$ cat src/rtl/column_frame_strobe_gen_if.sv
// Configuration word stream into a column frame loader: 32-bit word with valid/ready.
// master drives words, slave (the loader) returns ready.
interface column_frame_strobe_gen_if;
    logic [31:0] in_data;
    logic        in_valid;
    logic        in_ready;

    modport master (output in_data, output in_valid, input in_ready);
    modport slave  (input in_data, input in_valid, output in_ready);
endinterface

$ cat src/rtl/column_frame_strobe_gen.sv
// Column frame loader: header + NumberOfRows data words -> FrameData, one-hot FrameStrobe pulse.
// Latency: strobe fires at the edge accepting the last data word, for one cycle.
// Backpressure: in_ready = MODE except during the strobe cycle; FSG_HEADER_PARITY_EN adds odd header parity.
module column_frame_strobe_gen #(
    parameter int         MaxFramesPerCol = 20,
    parameter int         FrameBitsPerRow = 32,
    parameter int         NumberOfRows    = 16,
    parameter logic [7:0] COL_ID          = 8'd0
) (
    input  logic                                      CLK,
    input  logic                                      RST,
    input  logic                                      MODE,
    column_frame_strobe_gen_if.slave                  cfg,
    output logic [FrameBitsPerRow*NumberOfRows-1:0]   FrameData,
    output logic [MaxFramesPerCol-1:0]                FrameStrobe,
    output logic                                      busy,
    output logic                                      err
);

    localparam int CW = (NumberOfRows > 1) ? $clog2(NumberOfRows) : 1;

    localparam logic [1:0] S_IDLE   = 2'd0;
    localparam logic [1:0] S_LOAD   = 2'd1;
    localparam logic [1:0] S_SKIP   = 2'd2;
    localparam logic [1:0] S_STROBE = 2'd3;

    logic [1:0]    state;
    logic [CW-1:0] cnt;
    logic [4:0]    idx_q;
    logic          accept;
    logic          last_row;
    logic          hdr_col_ok;
    logic          hdr_idx_ok;
    logic          hdr_par_ok;

    assign cfg.in_ready = !RST && MODE && (state != S_STROBE);
    assign accept       = cfg.in_valid && cfg.in_ready;
    assign last_row     = (cnt == CW'(NumberOfRows - 1));
    assign hdr_col_ok   = (cfg.in_data[15:8] == COL_ID);
    assign hdr_idx_ok   = ($unsigned(32'(cfg.in_data[4:0])) < $unsigned(32'(MaxFramesPerCol)));
    assign busy         = (state != S_IDLE);

`ifdef FSG_HEADER_PARITY_EN
    // Whole header word, bit 31 included, must XOR to 1.
    assign hdr_par_ok = ^cfg.in_data;
`else
    assign hdr_par_ok = 1'b1;
`endif

    always_ff @(posedge CLK) begin
        if (RST) begin
            state       <= S_IDLE;
            cnt         <= '0;
            idx_q       <= '0;
            FrameData   <= '0;
            FrameStrobe <= '0;
            err         <= 1'b0;
        end else begin
            FrameStrobe <= '0;
            case (state)
                S_IDLE: begin
                    if (accept) begin
                        cnt <= '0;
                        // A parity failure is flagged even for frames aimed at other columns.
                        if (!hdr_par_ok) begin
                            err   <= 1'b1;
                            state <= S_SKIP;
                        end else if (!hdr_col_ok) begin
                            state <= S_SKIP;
                        end else if (!hdr_idx_ok) begin
                            err   <= 1'b1;
                            state <= S_SKIP;
                        end else begin
                            idx_q <= cfg.in_data[4:0];
                            state <= S_LOAD;
                        end
                    end
                end
                S_LOAD: begin
                    if (!MODE) begin
                        state <= S_IDLE;
                    end else if (accept) begin
                        for (int r = 0; r < NumberOfRows; r++) begin
                            if (cnt == CW'(r))
                                FrameData[r*FrameBitsPerRow +: FrameBitsPerRow] <= cfg.in_data;
                        end
                        cnt <= cnt + 1'b1;
                        if (last_row) begin
                            state <= S_STROBE;
                            for (int f = 0; f < MaxFramesPerCol; f++)
                                FrameStrobe[f] <= (idx_q == 5'(f));
                        end
                    end
                end
                S_SKIP: begin
                    if (!MODE) begin
                        state <= S_IDLE;
                    end else if (accept) begin
                        cnt <= cnt + 1'b1;
                        if (last_row)
                            state <= S_IDLE;
                    end
                end
                S_STROBE: state <= S_IDLE;
                default:  state <= S_IDLE;
            endcase
        end
    end

endmodule

$ cat src/flat_wrapper.sv
// flat-port wrapper written by rule: the top's interface ports become plain ports
module column_frame_strobe_gen_flat 
#(
    parameter int         MaxFramesPerCol = 20,
    parameter int         FrameBitsPerRow = 32,
    parameter int         NumberOfRows    = 16,
    parameter logic [7:0] COL_ID          = 8'd0
)
  (CLK, RST, MODE, FrameData, FrameStrobe, busy, err, cfg_in_data, cfg_in_valid, cfg_in_ready);
  column_frame_strobe_gen_if cfg_i ();
  input  logic CLK;
  input  logic RST;
  input  logic MODE;
  output logic [FrameBitsPerRow*NumberOfRows-1:0] FrameData;
  output logic [MaxFramesPerCol-1:0] FrameStrobe;
  output logic busy;
  output logic err;
  input wire logic [$bits(cfg_i.in_data)-1:0] cfg_in_data;
  input wire logic [$bits(cfg_i.in_valid)-1:0] cfg_in_valid;
  output wire logic [$bits(cfg_i.in_ready)-1:0] cfg_in_ready;
  assign cfg_i.in_data = cfg_in_data;
  assign cfg_i.in_valid = cfg_in_valid;
  assign cfg_in_ready = cfg_i.in_ready;
  column_frame_strobe_gen #(.MaxFramesPerCol(MaxFramesPerCol), .FrameBitsPerRow(FrameBitsPerRow), .NumberOfRows(NumberOfRows), .COL_ID(COL_ID)) u_core (.CLK(CLK), .RST(RST), .MODE(MODE), .cfg(cfg_i), .FrameData(FrameData), .FrameStrobe(FrameStrobe), .busy(busy), .err(err));
endmodule
$ cat config.mk
export PLATFORM = sky130hd
export DESIGN_NAME = column_frame_strobe_gen_flat
export DESIGN_NICKNAME = d
export VERILOG_FILES = /design/src/rtl/column_frame_strobe_gen_if.sv /design/src/rtl/column_frame_strobe_gen.sv /design/src/flat_wrapper.sv
export SDC_FILE = /design/constraint.sdc
export NUM_CORES = 1
export LEC_CHECK = 0
export ABC_AREA = 0
export CAP_MARGIN = 20
export CORE_ASPECT_RATIO = 0.75
export CORE_UTILIZATION = 40
export DETAILED_ROUTE_END_ITERATION = 16
export GPL_ROUTABILITY_DRIVEN = 0
export GPL_TIMING_DRIVEN = 0
export PLACE_DENSITY_LB_ADDON = 0.1
export SYNTH_ARGS = -nofsm -noshare
export SYNTH_HDL_FRONTEND = slang
export SYNTH_SLANG_ARGS = --single-unit
$ cat constraint.sdc
create_clock -name CLK -period 3.61 [get_ports CLK]
set_input_delay 0.5415 -clock CLK [delete_from_list [all_inputs] [get_ports CLK]]
set_output_delay 0.5415 -clock CLK [all_outputs]
set_load 0.03 [all_outputs]
==> results.tsv <==
metric	value	unit
outcome	finished, final reports clean	
grt_pass1_wl	114	mm
synth-async-reset-ratio	0	
netlist_top_cells_area	dfxtp_1 (56%), nand2_1 (20%), a21oi_1 (13%)	
nets	3091	
hold_viol_final	0	
fp.dieH	193	um
worstPathBufferInverterCount	3	
synth_edf_count	0	
clock_skew	28.3	ps
endpoint_kind	output pin	
stdcell_count	3726	
clk-insertion-delay-late	620	ps
rsz0062_at_grt	no	
period_needed	3090	ps
dp_cells	3631	
wire_per_inst	21.5	um
ant_nets	0	
crit_arrival	2550	ps
grt_pass1_vias	17600	
first_pass_iters	6	
syn_avg_cell_area	7.91	um^2
clock_path_buffers	3	
critPathSlowestCell	clkbuf_1	
ir_worst_vdd	0.378	mV
ys.flop_type	dfxtp_1	
max-slew-margin-rel	0.298	
yosysUniqueCellTypes	39	
ys_seq_area_frac	0.561	
ys_top_cells_by_count	nand2_1 (1,028), dfxtp_1 (544), a21oi_1 (522)	
crit_type	in2out	
synth_area	19400	um^2
worst_pin_slew	1040	ps
routed_wl	80.1	mm
fp.coreArea	47700	um^2
cts_tree	built	
yosys.area.top_type_share	0.561	
numCtsBuffers	52	
cap_violations	0	
tns	0	ps
crit_path_frequent_cell	clkdlybuf4s50_1	
syn-num-nets	2498	
ys_ff_latch	544	
clkTransAtPathRegs	60	ps
grt_overflow	0	
post-dp-hpwl	60.0	mm
cts.htree.levels	2	
post_drt_via_cell_ratio	5.19	
grt_util_all_layers	0.309	
rows	69	
critPathLaunchType	primary input	
drc	0	
io_buffers	538	
drt-initial-drc-count	1600	
antenna_found_initial	0	
cts_resized	0	
synth_most_common_cell	nand2_1	
cts_setup_buffers	0	
required	3070	ps
cts_hold_buf	0	
die_w	256	um
clock-root-buffer	clkbuf_16	
max_freq	0.323	GHz
fillers	4288	
hold_path.class	in2reg	
cp_cell_sequence	clkdlybuf4s50_1 -> clkbuf_1 -> nor3b_1 -> clkdlybuf4s50_1	
synth.largest_area_cell	dfxtp_1	
cpPeakStageDelay	670	ps
p_leak	0.00891	uW
start_util	0.407	
vias	19300	
ios	571	
drv_slew	0	
crit_fanout	10	
power_density	457	nW/um^2
synth_cells	2453	
synthToLayoutAreaGrowth	41.4	%
cts_sinks	544	
floorplan.die_area	49400	um^2
regArea	10900	um^2
diodes	0	
critPathTopFamily	buffers and inverters	
grt_max_degree	16	
setup_violations	0	
drive_gt1_frac	0.0557	
yosys_warnings	0	
min_period_over_period	0.857	
multi_input_area	7450	um^2
## area by class of cell
type	count	share of cell area
Timing Repair Buffer	539	0.197
Clock inverter	26	0.0132
Clock buffer	69	0.0538
Inverter	10	0.00146
Buffer	231	0.0374
Tap cell	639	0.0291
Multi-Input combinational cell	1668	0.272
Sequential cell	544	0.397
## tightest hold or removal path, cell delays in order
cell      delay [ps]
clkbuf_1         180
nand2_1          100
a21oi_1           50
## path summary, 6_finish.rpt
| path | start | end | slack [ps] | cells past startpoint |
|---|---|---|---|---|
| max | RST | cfg_in_ready | 520 | 4 |
| min | cfg_in_data[18] | u_core.FrameData[18] | 320 | 3 |
| min reg2reg | u_core.FrameData[256] | u_core.FrameData[256] | 450 | 2 |
| max reg2reg | u_core.state[1] | u_core.FrameData[380] | 840 | 8 |
## flip-flops by register name, summed over array words and instances (netlist names)
register            count
u_core.FrameData      512
u_core.FrameStrobe     20
u_core.idx_q            5
u_core.cnt              4
u_core.state            2
u_core.err              1
## layer usage
| layer | up-vias | wire length, um | track usage | part of all wire |
|---|---|---|---|---|
| li1 | 9065 | - | - | - |
| met1 | 9292 | 34200 | 0.409 | 0.43 |
| met2 | 832 | 35600 | 0.480 | 0.45 |
| met3 | 140 | 7780 | 0.0889 | 0.097 |
| met4 | 0 | 2450 | 0.108 | 0.031 |
| met5 | - | 0 | 0 | 0 |
## power by group
part           internal, uW  total [uW]  switching, uW
Sequential             6020        6030           14.7
Combinational           134         604            470
Clock                  3460        5920           2460
## cells by family after synthesis
logic type | share of synthesized area
simple gates | 0.237
flops | 0.561
compound gates | 0.140
buf+inv | 0.0550
fa+ha+maj | 0.00580
xor+xnor | 0.000903
mux | 0.000516
## layout by cell type, fill, tap and decap left out, types with 2 or more instances in the layout
cell	n
nand2_1	1028
dfxtp_1	544
clkdlybuf4s50_1	538
a21oi_1	522
clkbuf_1	177
clkbuf_16	53
buf_2	32
nor2_1	29
buf_4	25
nand4_1	17
nor4_4	13
nand3_1	12
inv_1	9
ha_1	9
clkbuf_8	9
clkinv_2	9
bufinv_16	8
buf_6	4
and3_1	4
a21bo_2	4
clkinvlp_4	4
nor4_2	3
nand3b_1	3
nor3b_1	2
or3_1	2
nor4_1	2
xnor2_1	2
inv_6	2
clkinv_4	2
## per-stage QoR
| step | worst slack (ps) | cell area (um^2) | hold slack [ps] | util | total power, uW |
|---|---|---|---|---|---|
| finish | 517 | 27400 | 320 | 0.576 | 12600 |
| global route | 509 | 27400 | 321 | 0.576 | 12900 |
| CTS | 548 | 27400 | 295 | 0.576 | 12600 |
| detailed placement | 228 | 25600 | 445 | 0.537 | 6760 |
| global placement | 292 | 25600 | 441 | 0.537 | 6740 |
| floorplan | 1590 | 19400 | 477 | - | 6510 |
(Power assumes the default switching activity.)
